<file path="src/rtl/pipelined_bypass_adder_if.sv">
// Valid/ready stream bundle for the pipelined carry-bypass adder.
// The slave modport is the adder; the master modport is whoever feeds and drains it.
interface pipelined_bypass_adder_if #(
   parameter int WIDTH = 32
);
   logic             in_valid;
   logic             in_ready;
   logic [WIDTH-1:0] A;
   logic [WIDTH-1:0] B;
   logic             Cin;
   logic             Sub;
   logic             out_valid;
   logic             out_ready;
   logic [WIDTH-1:0] Sum;
   logic             Cout;
   logic             Ovf;

   modport master (
      output in_valid, A, B, Cin, Sub, out_ready,
      input  in_ready, out_valid, Sum, Cout, Ovf
   );

   modport slave (
      input  in_valid, A, B, Cin, Sub, out_ready,
      output in_ready, out_valid, Sum, Cout, Ovf
   );
endinterface

</file>
<file path="src/rtl/pipelined_bypass_adder.sv">
// Pipelined carry-bypass adder/subtractor: one WIDTH/STAGES chunk added per register stage,
// carry registered between stages, whole pipe advances together under valid/ready back-pressure.
module pipelined_bypass_adder #(
   parameter int WIDTH  = 32,
   parameter int BLOCK  = 4,
   parameter int STAGES = 2
) (
   input  logic                    clk,
   input  logic                    rst_n,
   pipelined_bypass_adder_if.slave bus
);
   localparam int CHUNK = WIDTH / STAGES;
   localparam int NBLK  = CHUNK / BLOCK;
   localparam int LAST  = STAGES - 1;

   if (WIDTH % (STAGES * BLOCK) != 0) begin : g_bad_geometry
      $error("pipelined_bypass_adder: WIDTH must be a multiple of STAGES*BLOCK");
   end

   // Ripple inside each BLOCK; a fully propagating block forwards its carry-in directly.
   function automatic logic [CHUNK:0] bypass_add(input logic [CHUNK-1:0] a,
                                                 input logic [CHUNK-1:0] b,
                                                 input logic             cin);
      logic [CHUNK-1:0] s;
      logic             c;
      logic             blk_cin;
      logic             prop;
      s = '0;
      c = cin;
      for (int j = 0; j < NBLK; j++) begin
         blk_cin = c;
         prop    = 1'b1;
         for (int i = 0; i < BLOCK; i++) begin
            s[j*BLOCK+i] = a[j*BLOCK+i] ^ b[j*BLOCK+i] ^ c;
            c            = (a[j*BLOCK+i] & b[j*BLOCK+i]) | (c & (a[j*BLOCK+i] ^ b[j*BLOCK+i]));
            prop         = prop & (a[j*BLOCK+i] ^ b[j*BLOCK+i]);
         end
         if (prop) c = blk_cin;
      end
      return {c, s};
   endfunction

   logic [WIDTH-1:0]  a_q   [STAGES];
   logic [WIDTH-1:0]  b_q   [STAGES];
   logic [WIDTH-1:0]  sum_q [STAGES];
   logic [WIDTH-1:0]  a_d   [STAGES];
   logic [WIDTH-1:0]  b_d   [STAGES];
   logic [WIDTH-1:0]  sum_d [STAGES];
   logic [STAGES-1:0] valid_q, valid_d;
   logic [STAGES-1:0] carry_q, carry_d;

   genvar gi;
   generate
      for (gi = 0; gi < STAGES; gi++) begin : g_stage
         logic [WIDTH-1:0] a_s, b_s, sum_s, sum_n;
         logic             c_s, v_s;
         logic [CHUNK:0]   res;

         if (gi == 0) begin : g_first
            assign a_s   = bus.A;
            assign b_s   = bus.Sub ? ~bus.B : bus.B;
            assign c_s   = bus.Sub | bus.Cin;
            assign v_s   = bus.in_valid;
            assign sum_s = '0;
         end else begin : g_later
            assign a_s   = a_q[gi-1];
            assign b_s   = b_q[gi-1];
            assign c_s   = carry_q[gi-1];
            assign v_s   = valid_q[gi-1];
            assign sum_s = sum_q[gi-1];
         end

         assign res = bypass_add(a_s[gi*CHUNK +: CHUNK], b_s[gi*CHUNK +: CHUNK], c_s);

         always_comb begin
            sum_n                     = sum_s;
            sum_n[gi*CHUNK +: CHUNK]  = res[CHUNK-1:0];
         end

         assign a_d[gi]     = a_s;
         assign b_d[gi]     = b_s;
         assign sum_d[gi]   = sum_n;
         assign carry_d[gi] = res[CHUNK];
         assign valid_d[gi] = v_s;
      end
   endgenerate

   always_ff @(posedge clk) begin
      if (!rst_n) begin
         valid_q <= '0;
         carry_q <= '0;
         for (int k = 0; k < STAGES; k++) begin
            a_q[k]   <= '0;
            b_q[k]   <= '0;
            sum_q[k] <= '0;
         end
      end else if (bus.in_ready) begin
         valid_q <= valid_d;
         carry_q <= carry_d;
         for (int k = 0; k < STAGES; k++) begin
            a_q[k]   <= a_d[k];
            b_q[k]   <= b_d[k];
            sum_q[k] <= sum_d[k];
         end
      end
   end

   // Last-stage operands are kept only for their sign bits.
   logic unused_bits;
   assign unused_bits = ^{a_q[LAST], b_q[LAST]};

   assign bus.out_valid = valid_q[LAST];
   assign bus.in_ready  = ~valid_q[LAST] | bus.out_ready;
   assign bus.Sum       = sum_q[LAST];
   assign bus.Cout      = carry_q[LAST];
   assign bus.Ovf       = (a_q[LAST][WIDTH-1] == b_q[LAST][WIDTH-1]) &
                          (sum_q[LAST][WIDTH-1] != a_q[LAST][WIDTH-1]);
endmodule

</file>
<file path="src/flat_wrapper.sv">
// flat-port wrapper written by rule: the top's interface ports become plain ports
module pipelined_bypass_adder_flat 
#(
   parameter int WIDTH  = 32,
   parameter int BLOCK  = 4,
   parameter int STAGES = 2
)
  (clk, rst_n, bus_in_valid, bus_A, bus_B, bus_Cin, bus_Sub, bus_out_ready, bus_in_ready, bus_out_valid, bus_Sum, bus_Cout, bus_Ovf);
  pipelined_bypass_adder_if #(.WIDTH(WIDTH)) bus_i ();
  input  logic clk;
  input  logic rst_n;
  input wire logic [$bits(bus_i.in_valid)-1:0] bus_in_valid;
  input wire logic [$bits(bus_i.A)-1:0] bus_A;
  input wire logic [$bits(bus_i.B)-1:0] bus_B;
  input wire logic [$bits(bus_i.Cin)-1:0] bus_Cin;
  input wire logic [$bits(bus_i.Sub)-1:0] bus_Sub;
  input wire logic [$bits(bus_i.out_ready)-1:0] bus_out_ready;
  output wire logic [$bits(bus_i.in_ready)-1:0] bus_in_ready;
  output wire logic [$bits(bus_i.out_valid)-1:0] bus_out_valid;
  output wire logic [$bits(bus_i.Sum)-1:0] bus_Sum;
  output wire logic [$bits(bus_i.Cout)-1:0] bus_Cout;
  output wire logic [$bits(bus_i.Ovf)-1:0] bus_Ovf;
  assign bus_i.in_valid = bus_in_valid;
  assign bus_i.A = bus_A;
  assign bus_i.B = bus_B;
  assign bus_i.Cin = bus_Cin;
  assign bus_i.Sub = bus_Sub;
  assign bus_i.out_ready = bus_out_ready;
  assign bus_in_ready = bus_i.in_ready;
  assign bus_out_valid = bus_i.out_valid;
  assign bus_Sum = bus_i.Sum;
  assign bus_Cout = bus_i.Cout;
  assign bus_Ovf = bus_i.Ovf;
  pipelined_bypass_adder #(.WIDTH(WIDTH), .BLOCK(BLOCK), .STAGES(STAGES)) u_core (.clk(clk), .rst_n(rst_n), .bus(bus_i));
endmodule
</file>
<file path="config.mk">
export PLATFORM = sky130hd
export DESIGN_NAME = pipelined_bypass_adder_flat
export DESIGN_NICKNAME = d
export VERILOG_FILES = /design/src/rtl/pipelined_bypass_adder_if.sv /design/src/rtl/pipelined_bypass_adder.sv /design/src/flat_wrapper.sv
export SDC_FILE = /design/constraint.sdc
export NUM_CORES = 1
export LEC_CHECK = 0
export BUFFER_PORTS_ARGS = -buffer_cell sky130_fd_sc_hd__buf_2
export CORE_MARGIN = 3
export CORE_UTILIZATION = 45
export DETAILED_ROUTE_END_ITERATION = 8
export PLACE_DENSITY = 0.68
export SLEW_MARGIN = 20
export SYNTH_ARGS = -nofsm -noshare
export SYNTH_HDL_FRONTEND = slang
export SYNTH_SLANG_ARGS = --single-unit
</file>
<file path="constraint.sdc">
create_clock -name clk -period 15.8 [get_ports clk]
set_clock_uncertainty 0.15 [all_clocks]
set_input_delay 2.37 -clock clk [delete_from_list [all_inputs] [get_ports clk]]
set_output_delay 2.37 -clock clk [all_outputs]
set_load 0.02 [all_outputs]
</file>
# Yosys cells after proc, flatten, opt, wreduce, memory -nomap -nowiden
# Memories as Yosys holds them, arrays and structs flattened.
# Cells that the tools add are included.
dict set report totals {
  reg_bits 4
  ramBits 192
  output_inout_bits 36
  word_cells 221
  n_memories 3
}
dict set report classes {
  n_eq_ne 2
  mux 19
  bitwise 195
}
# memory words width rd rd_clocked_by_memory_dff wr line_no
set mem_list {}
lappend mem_list {u_core.a_q 2 32 2 0 2 pipelined_bypass_adder.sv:43} ;# logic [WIDTH-1:0] a_q [STAGES];
lappend mem_list {u_core.b_q 2 32 2 0 2 pipelined_bypass_adder.sv:44} ;# logic [WIDTH-1:0] b_q [STAGES];
lappend mem_list {u_core.sum_q 2 32 2 0 2 pipelined_bypass_adder.sv:45} ;# logic [WIDTH-1:0] sum_q [STAGES];
# cell count
set ops {}
lappend ops {{2-to-1 mux 32 bit} 7}
lappend ops {{bitwise AND 1 bit} 89}
lappend ops {{XOR 1 bit} 64}
lappend ops {{OR 1 bit} 40}
lappend ops {{NOT 32 bit} 1}
lappend ops {{2-to-1 mux 1 bit} 12}
lappend ops {{equality test 1 bit} 1}
lappend ops {{inequality test 1 bit} 1}
lappend ops {{NOT 1 bit} 1}

# Depth between registers and ports, before layout
# Gate-level depths: netlist (run 1).
dict set report logic_depth {
  word_depth 39
  mapped_depth 29
}

# Least setup slack after synthesis (run 1)
# Ideal clock, no wire load.
dict set report synth_path {
  kind {input to register}
  startpoint {in bus_Sub}
  endpoint {mem u_core.sum_q[0][15], data pin}
  setup_ns 0.255
  arrival_ns 9.755
  slack_ns 5.640
  cell_stages 28
  path_cell_list {buf_4 > buf_2 > xor2_1 > inv_1 > fa_1 > fa_1 > fa_1 > fa_1 > mux2_2 > fa_1 > fa_1 > fa_1 > fa_1 > nor2b_1 > nor2_1 > fa_1 > fa_1 > fa_1 > inv_1 > fa_1 > mux2_2 > a21oi_2 > fa_1 > fa_1 > fa_1 > inv_1 > fa_1 > and3_1}
}
# element line_no
set synth_lines {}
lappend synth_lines {{start: declaration} flat_wrapper.sv:16} ;# input wire logic [$bits(bus_i.Sub)-1:0] bus_Sub;
lappend synth_lines {{end: declaration} pipelined_bypass_adder.sv:45}

==> results of run 1 <==
-- worst paths after layout --
kind         slack, ps  depth (start not counted)                            start                                 to
max reg2reg       7200                         25  u_core.a_q[0][16]$_SDFFCE_PN0P_  u_core.sum_q[0][63]$_SDFFCE_PN0P_
max               5240                         27                          bus_Sub  u_core.sum_q[0][15]$_SDFFCE_PN0P_
min reg2reg        320                          2   u_core.valid_q[0]$_SDFFE_PN0P_     u_core.valid_q[0]$_SDFFE_PN0P_
min                320                          2   u_core.valid_q[0]$_SDFFE_PN0P_     u_core.valid_q[0]$_SDFFE_PN0P_
-- per-layer routing --
metal / GRT usage [%] / vias up / part of all wire, %
met5: 0 / - / 0.24
li1: - / 1405 / -
met2: 26.75 / 70 / 51
met1: 18.21 / 1394 / 41
met4: 5.230 / 4 / 1.7
met3: 4.737 / 14 / 6.9
-- power by group through the flow --
stage | registers, mW | logic (mW) | clock network, mW
after floorplan | 0.311 | 0.0593 | 0
after global placement | 0.296 | 0.108 | 0
after detailed placement | 0.297 | 0.112 | 0
after CTS | 0.292 | 0.113 | 0.138
after global routing | 0.295 | 0.127 | 0.148
final | 0.292 | 0.110 | 0.134
-- cell families (layout without fill, tap and decap cells) --
logic type / after synthesis / count (layout) / share of synthesized area [%]
and+or+nand+nor: 109 / 109 / 11.93
DFF: 86 / 86 / 53.29
adders and majority gates: 64 / 64 / 21.82
buffers and inverters: 56 / 161 / 4.642
xor gates and xnor gates: 32 / 32 / 5.874
AOI/OAI and AO/OA: 11 / 11 / 1.731
muxes: 3 / 3 / 0.7081
-- flip-flops by register name, summed over array words and instances (netlist names) --
| signal | cells |
|---|---|
| u_core.carry_q | 2 |
| u_core.valid_q | 2 |
| u_core.sum_q | 48 |
| u_core.a_q | 17 |
| u_core.b_q | 17 |
-- final cells by class --
type	count	share of cell area (%)
flip-flops and latches	86	45.52
multi-input cells	219	36.22
repair buffers	107	9.677
well taps	133	2.979
clock buffers	12	2.599
inverters	38	2.554
clock inverters	4	0.4480
-- synth_stat cells, types with 6 or more instances --
library cell	count	share of area, %
nand2_1	8	0.63
and3_1	48	6.3
edfxtp_1	82	52
buf_2	6	0.63
inv_1	37	2.9
xor2_1	16	2.9
clkbuf_1	11	0.87
nor2_1	40	3.1
xnor2_1	16	2.9
fa_1	32	13
ha_1	32	8.4
nand4_1	7	0.92
-- worst max-delay path: stages --
cell,delay [ps]
buf_2,690
xor2_1,240
inv_1,80
fa_1,380
fa_1,410
fa_1,410
fa_1,360
mux2_2,320
fa_1,410
fa_1,410
fa_1,400
fa_1,360
nor2b_1,160
nor2_1,90
fa_1,410
fa_1,400
fa_1,380
inv_1,80
fa_1,160
mux2_2,150
a21oi_2,50
fa_1,390
fa_1,390
fa_1,370
inv_1,70
fa_1,400
and3_1,170
-- stage by stage --
| step | instances | hold WS [ps] | utilization, % | cell area [sq um] |
|---|---|---|---|---|
| after global placement | 583 | 288.4 | 53.82 | 5406 |
| after global routing | 599 | 353.7 | 55.61 | 5585 |
| final | 599 | 315.6 | 55.61 | 5585 |
| after floorplan | 361 | 281.0 | - | 4771 |
| after detailed placement | 583 | 311.2 | 53.82 | 5406 |
| after CTS | 599 | 322.0 | 55.52 | 5577 |
==> impl_results.md, run 1 <==
- Multi-input gate area: 0.002023 sq mm
- Num CTS Buffers: 9
- Synthesized Nets: 495
- Crit Path Max Fanout: 33
- Cell Area, Synth: 0.004771 sq mm
- TNS Setup: 0 ps
- Final nets: 595
- Reg clk slew, reported paths: approximately 80 ps
- #FFs+latches synth: 86
- Initial antenna violation count: 2
- Final hold vios: 0
- Critical path arrival: 10520 ps
- Largest net degree at the start of global routing: 84
- Final Max Tran Viols: 0
- CP Launch Type: primary input
- Worst setup EP type: register
- # diodes: 0
- Peak supply drop: around 0.000037 V
- Sequential cell area: 0.002542 sq mm
- Drt drc: 0
- Post-route clock period utilization: 66.83%
- Seq pwr share: 54.4%
- GRT overflow: 0
- Max clock buf depth: 2
- Worst slack at placement: 4850 ps
- Cell count after synthesis: approximately 360
- Later-pin clock latency in the skew report: 350 ps
- CTS resizes: 0
- Vias in the first global route: 3002
- Final Routed Wirelength: 8597 um
- Switching Share: 27.53%
- Most frequent cells in the layout: 105 x buf_2, 82 x edfxtp_1, 48 x and3_1
- Drt first-iter violations: 111
- Vias: 2887
- Cell Int Power: a little under 0.4 mW
- Unrepaired setup endpoints after global routing: false
- Post-synth EDFFs: 82
- Post-synth top flop: edfxtp_1
- Drt pass-1 iters: 4
- Crit path time final: about 11000 ps
- LEAKAGE: 2.766 nW
- Combinational Power Share: around a fifth
- Core area: 0.01004 sq mm
- Cell variety after synth: 31
- Die W: ~110 um
- Clock share of power: approximately 25%
- Clk sink count: 86
- CP required: around 16000 ps
- Starting Density: between 40% and 50%
- Antenna-violating nets left: 0
- Status: finished clean
- First-pass GRT wire length: 13900 um
- Clock root cell: clkbuf_8
- CTS Hold Bufs: 0
- Yosys Warn Count: 0
- Tot Pwr: 0.5365 mW
- Crit path kind: in2reg
- Fmax: 94.70 MHz
- Fill cell count: 879
- Layout cells sized above 1: roughly 28%
- Worst setup margin: roughly 5200 ps
- Slew HR: 38.47%
- Hold crit path type: reg2reg
- Die Ht: between 100 and 150 um
- Post-CTS setup buffer count: 0
- All-layer global routing usage: between 15 and 20%
- Commonest non-fill, non-tap cell in the layout: buf_2
- Synth-to-layout area growth: 17.07%
- Psw: 0.1477 mW
- Max-cap viol count: 0
- Tightest Pin Transition: 922.9 ps
- DR vias/cell: around 4.8
- CTS tree: done
- Die area: 0.01187 sq mm
- H-tree Lvls: 3
- Pwr dens: 96.05 mW/mm^2
- Row count: 36
- HPWL after DPL: about 6200 um
- Per-cell routed wire length: ~14 um
- IO Pins: 106
- Async S/R FF share, synth: 0%
- Sequential-to-total area share from yosys stat: 53.29%
- Port buffer count: 105
- Synthesized area per cell: 13.22 sq um
- Gpl congestion: ~0.83
- Final setup viols: 0
Power figures use the tool's default switching activity.
==> run 2, diff against run 1 <==
==> constraint.sdc (replaced) <==
create_clock -name clk -period 11 [get_ports clk]
set_clock_uncertainty 0.15 [all_clocks]
set_input_delay 1.65 -clock clk [delete_from_list [all_inputs] [get_ports clk]]
set_output_delay 1.65 -clock clk [all_outputs]
set_load 0.02 [all_outputs]
==> impl_results.md, run 2 (synthesis results as in run 1) <==
- CTS Hold Bufs: 0 (unchanged)
- Final Max Tran Viols: 0 (unchanged)
- Crit path from: bus_Sub
- Unrepaired setup endpoints after global routing: false
- Largest net degree at the start of global routing: 84 (unchanged)
- Reg2Reg Setup Slack: 2370 ps (-4830 ps)
- Post-placement cell count: 584 (+0.17%)
- Reg clk slew, reported paths: 80 ps (about the same)
- Hold Crit Depth: 2 (unchanged)
- Final hold vios: 0 (unchanged)
- RR Startpoint: u_core.a_q[0][16]$_SDFFCE_PN0P_
- Die area: 0.01187 sq mm (unchanged)
- Core area: 0.01004 sq mm (unchanged)
- Later-pin clock latency in the skew report: 350 ps (about the same)
- Die W: 109.0 um (unchanged)
- Switching Share: 27.35% (-0.18 points)
- Per-cell routed wire length: 14.66 um (+2.2%)
- Slew HR: 50.18% (+12 points)
- Combinational Power Share: 20.2% (-0.4 points)
- Critical path arrival: 9570 ps (-950 ps)
- Max reg flops: 48 (unchanged)
- Crit Path Max Fanout: 18 (-45%)
- Num CTS Buffers: 9 (unchanged)
- Largest Register: u_core.sum_q
- Starting Density: 47.50% (unchanged)
- Final setup viols: 0 (unchanged)
- Drt pass-1 iters: 4 (unchanged)
- Max-cap viol count: 0 (unchanged)
- Die Ht: 109.0 um (unchanged)
- Port buffer count: 105 (unchanged)
- Layout cells sized above 1: 28.05% (+0.15 points)
- Max clock buf depth: 2 (unchanged)
- TNS Setup: 0 ps (unchanged)
- Initial antenna violation count: 1 (-1)
- Status: finished clean
- Commonest non-fill, non-tap cell in the layout: buf_2
- CP required: 10950 ps (-4810 ps)
- Worst setup EP type: register
- Row count: 36 (unchanged)
- Hold Path Sink: u_core.valid_q[0]$_SDFFE_PN0P_
- Final std cells w/o fill: 601 (+0.33%)
- H-tree Lvls: 3 (unchanged)
- DR vias/cell: 4.834 (+0.29%)
- All-layer global routing usage: 15.41% (-0.032 points)
- First-pass GRT wire length: 13860 um (-0.24%)
- Drt drc: 0 (unchanged)
- Peak supply drop: 0.00005217 V (+40%)
- Fin util: 55.90% (+0.30 points)
- Cell Int Power: 0.5755 mW (+48%)
- Clock share of power: 26.9% (+1.9 points)
- Final nets: 596 (+0.17%)
- Most frequent cells in the layout: 105 x buf_2, 82 x edfxtp_1, 48 x and3_1
- Synth-to-layout area growth: 17.70%
- Biggest registers after layout: u_core.sum_q: 48 flops, u_core.a_q: 17 flops, u_core.b_q: 17 flops
- IO Pins: 106 (unchanged)
- Psw: 0.2167 mW (+47%)
- Pwr dens: 141.1 mW/mm^2 (+47%)
- CP Launch Type: primary input
- Clk sink count: 86 (unchanged)
- Gpl congestion: 0.8282 (-0.67%)
- Clock root cell: clkbuf_8
- Hold crit path type: reg2reg
- Vias: 2905 (+0.62%)
- Seq pwr share: 52.9% (-1.5 points)
- Fmax: 104.0 MHz
- Vias in the first global route: 2959 (-1.4%)
- Crit path time final: 9619 ps
- GRT overflow: 0 (unchanged)
- Hold_sp: u_core.valid_q[0]$_SDFFE_PN0P_
- Hold_ws: 311.1 ps (-4.466 ps)
- LEAKAGE: 2.779 nW (+0.45%)
- HPWL after DPL: 6265 um (+1.1%)
- Tot Pwr: 0.7922 mW (+48%)
- CTS resizes: 0 (unchanged)
- Post-route clock period utilization: 87.45%
- Drt first-iter violations: 102 (-8.1%)
- CTS tree: done
- Tightest Pin Transition: 746.2 ps (-176.7 ps)
- Crit path kind: in2reg
- Antenna-violating nets left: 0 (unchanged)
- Post-CTS setup buffer count: 0 (unchanged)
- Final Routed Wirelength: 8813 um (+2.5%)
- RR Endpoint: u_core.sum_q[0][63]$_SDFFCE_PN0P_
- Worst r2r path cells: 25 (unchanged)
==> run 2: changes by cell type in the layout (fill, tap and decap cells not counted), sizes merged <==
| cell | before | now |
|---|---|---|
| bufinv | 0 | 1 |
| clkinv | 2 | 3 |
| clkbuf | 12 | 10 |
| diode | 0 | 1 |
| buf | 107 | 108 |
==> run 2: through the flow <==
| step | setup slack [ps] | cell area [sq um] |
|---|---|---|
| 2_1_floorplan | 1560 | 4771 |
| 3_3_place_gp | 1276 | 5414 |
| 3_5_place_dp | 995.9 | 5414 |
| 4_1_cts | 1366 | 5604 |
| 5_1_grt | 1047 | 5613 |
| 6_report | 1381 | 5615 |
==> run 2: power groups by stage <==
stage | sequential [mW] | combinational, mW | clock, mW
after global placement | 0.426 | 0.155 | 0
after global routing | 0.423 | 0.183 | 0.233
after detailed placement | 0.427 | 0.162 | 0
after CTS | 0.419 | 0.163 | 0.222
after floorplan | 0.447 | 0.0852 | 0
final | 0.419 | 0.160 | 0.213
==> run 2: per-layer routing <==
| metal | GRT usage (%) | wire (um) |
|---|---|---|
| met2 | 25.39 | 4340 |
| met1 | 18.75 | 3598 |
| met4 | 6.402 | 233 |
| met3 | 4.855 | 626 |
| met5 | 0 | 13 |
==> run 2: worst max path at each step <==
stage / end / cells past startpoint / slack, ps
2_1_floorplan: u_core.sum_q[0][15]$_SDFFCE_PN0P_ / 28 / 1560
3_3_place_gp: u_core.sum_q[0][15]$_SDFFCE_PN0P_ / 27 / 1280
3_5_place_dp: u_core.sum_q[0][15]$_SDFFCE_PN0P_ / 27 / 1000
4_1_cts: u_core.sum_q[0][15]$_SDFFCE_PN0P_ / 27 / 1370
5_1_grt: u_core.sum_q[0][15]$_SDFFCE_PN0P_ / 27 / 1050
6_report: u_core.sum_q[0][15]$_SDFFCE_PN0P_ / 27 / 1380
==> run 2: cell type report <==
cell class	instances	area [sq um]
Antenna cell	1	2.502
Clock buffer	10	127.6
Clock inverter	6	62.56
Fill cell	850	4429
Inverter	38	142.6
Multi-Input combinational cell	219	2023
Sequential cell	86	2542
Tap cell	133	166.4
Timing Repair Buffer	108	548.0
==> run 2: worst max-delay path: stages <==
cell and delay, ps:
buf_2 400, xor2_1 250, inv_1 90, fa_1 390, fa_1 400, fa_1 400
fa_1 380, mux2_2 320, fa_1 420, fa_1 390, fa_1 410, fa_1 370
nor2b_1 160, nor2_1 80, fa_1 400, fa_1 410, fa_1 390, inv_1 90
fa_1 160, mux2_2 150, a21oi_2 50, fa_1 390, fa_1 400, fa_1 380
inv_1 80, fa_1 400, and3_1 170
==> run 3, diff against run 2 <==
--- a/config.mk
+++ b/config.mk
@@ -6,6 +6,7 @@
 export NUM_CORES = 1
 export LEC_CHECK = 0
 export BUFFER_PORTS_ARGS = -buffer_cell sky130_fd_sc_hd__buf_2
+export CORE_ASPECT_RATIO = 0.7
 export CORE_MARGIN = 3
 export CORE_UTILIZATION = 45
 export DETAILED_ROUTE_END_ITERATION = 8
==> impl_results.md, run 3 (synthesis results as in run 1) <==
- Status: finished clean
- Starting Density: 47.60% (+0.11 points)
- Worst Path Buf+Inv: 4 (unchanged)
- IO Pins: 106 (unchanged)
- Fmax: 103.9 MHz (about the same)
- Max reg flops: 48 (unchanged)
- Most frequent cells in the layout: 105 x buf_2, 82 x edfxtp_1, 48 x and3_1
- Die area: 0.01189 sq mm (+0.16%)
- Antenna-violating nets left: 0 (unchanged)
- Die Ht: 92.15 um (-15%)
- Crit path time final: 9623 ps (+3.550 ps)
- Largest net degree at the start of global routing: 84 (unchanged)
- Final Routed Wirelength: 9025 um (+2.4%)
- Biggest registers after layout: u_core.sum_q: 48 flops, u_core.a_q: 17 flops, u_core.b_q: 17 flops
- Post-CTS setup buffer count: 0 (unchanged)
- Drt drc: 0 (unchanged)
- CP peak stage delay: 420 ps (about the same)
- Clk sink count: 86 (unchanged)
- DR vias/cell: 4.772 (-1.3%)
- CP required: 10940 ps (about the same)
- Max-cap viol count: 0 (unchanged)
- H-tree Lvls: 3 (unchanged)
- CTS tree: done
- Crit-path leading delay family: adder cells
- Vias in the first global route: 2964 (+0.17%)
- Gpl congestion: 0.7832 (-5.4%)
- Commonest non-fill, non-tap cell in the layout: buf_2
- Final setup viols: 0 (unchanged)
- Final hold vios: 0 (unchanged)
- Drt first-iter violations: 171 (+68%)
- Core area: 0.01002 sq mm (-0.22%)
- # diodes: 0 (-1)
- Per-cell routed wire length: 15.14 um (+3.3%)
- Post-placement cell count: 580 (-0.68%)
- HPWL after DPL: 6534 um (+4.3%)
- Post-route clock period utilization: 87.48% (about the same)
- First-pass GRT wire length: 14750 um (+6.4%)
- Crit path kind: in2reg
- Drt pass-1 iters: 4 (unchanged)
- TNS Setup: 0 ps (unchanged)
- Worst setup margin: 1377 ps (-3.550 ps)
- Fin util: 56.94% (+1.0 points)
- Unrepaired setup endpoints after global routing: false
- CP Launch Type: primary input
- Die W: 129.1 um (+18%)
- CP most frequent cell: fa_1
- Slew HR: 58.17% (+8.0 points)
- Tot Pwr: 0.8721 mW (+10%)
- Worst setup EP type: register
- Vias: 2844 (-2.1%)
- Port buffer count: 105 (unchanged)
- Final std cells w/o fill: 596 (-0.83%)
- Critical path arrival: 9560 ps (about the same)
- Clock root cell: clkbuf_16
- CTS Hold Bufs: 0 (unchanged)
- Worst slack at placement: 1058 ps (+62.14 ps)
- Hold crit path type: reg2reg
- CTS resizes: 0 (unchanged)
- Row count: 30 (-17%)
- Synth-to-layout area growth: 19.62%
- Initial antenna violation count: 0 (-1)
- Reg clk slew, reported paths: 60 ps (-20 ps)
- Final Max Tran Viols: 0 (unchanged)
- Max clock buf depth: 2 (unchanged)
- Layout cells sized above 1: 27.78% (-0.27 points)
- Largest Register: u_core.sum_q
- Later-pin clock latency in the skew report: 330 ps (-20 ps)
- Peak supply drop: 0.00007641 V (+46%)
- Pwr dens: 152.8 mW/mm^2 (+8.3%)
- Crit Path Max Fanout: 18 (unchanged)
- Worst path slowest cell: buf_2
- Num CTS Buffers: 9 (unchanged)
- All-layer global routing usage: 16.15% (+0.74 points)
- GRT overflow: 0 (unchanged)
- Tightest Pin Transition: 627.5 ps (-118.8 ps)
- Final nets: 597 (+0.17%)
- LEAKAGE: 2.827 nW (+1.8%)
run 3: cell count changes in the layout (fill, tap and decap cells not counted), sizes merged:
cell      delta
buf          +1
clkbuf       +1
clkinvlp     -1
diode        -1
run 3: where the power goes:
part	internal, mW	switching (mW)	leakage (nW)
clock	0.174	0.113	0.135
sequential	0.405	0.0154	0.986
combinational	0.0690	0.0953	1.71
total	0.648	0.224	2.83
run 3: layout make-up:
cell class | instances | area (sq um)
Clock buffer | 11 | 232.7
Clock inverter | 5 | 50.05
Fill cell | 845 | 4315
Inverter | 38 | 142.6
Multi-Input combinational cell | 219 | 2023
Sequential cell | 86 | 2542
Tap cell | 128 | 160.2
Timing Repair Buffer | 109 | 555.5
run 3: tightest hold or removal path, cell delays in order (launching register included):
cell,delay [ps]
dfxtp_1,310
nand3_1,70
o21ai_1,50
run 3: final timing paths:
kind	cells after the start	startpoint	slack, ps	to
worst max-delay path	27	bus_Sub	1380	u_core.sum_q[0][15]$_SDFFCE_PN0P_
worst min-delay path	2	u_core.carry_q[1]$_SDFFE_PN0P_	330	u_core.carry_q[1]$_SDFFE_PN0P_
worst max register to register	25	u_core.a_q[0][16]$_SDFFCE_PN0P_	2240	u_core.sum_q[0][63]$_SDFFCE_PN0P_
worst min register to register	2	u_core.carry_q[1]$_SDFFE_PN0P_	330	u_core.carry_q[1]$_SDFFE_PN0P_
run 3: routing by layer:
layer	global-route usage [%]	part of all wire, %
met4	4.895	1.4
met1	21.36	45
met2	26.38	48
met5	0	0
met3	3.958	5.5
run 3: through the flow:
step / cell area (sq um) / hold WS (ps)
finish: 5707 / 327.4
global route: 5707 / 351.7
CTS: 5698 / 325.9
detailed placement: 5415 / 317.6
global placement: 5415 / 287.4
floorplan: 4771 / 281.0
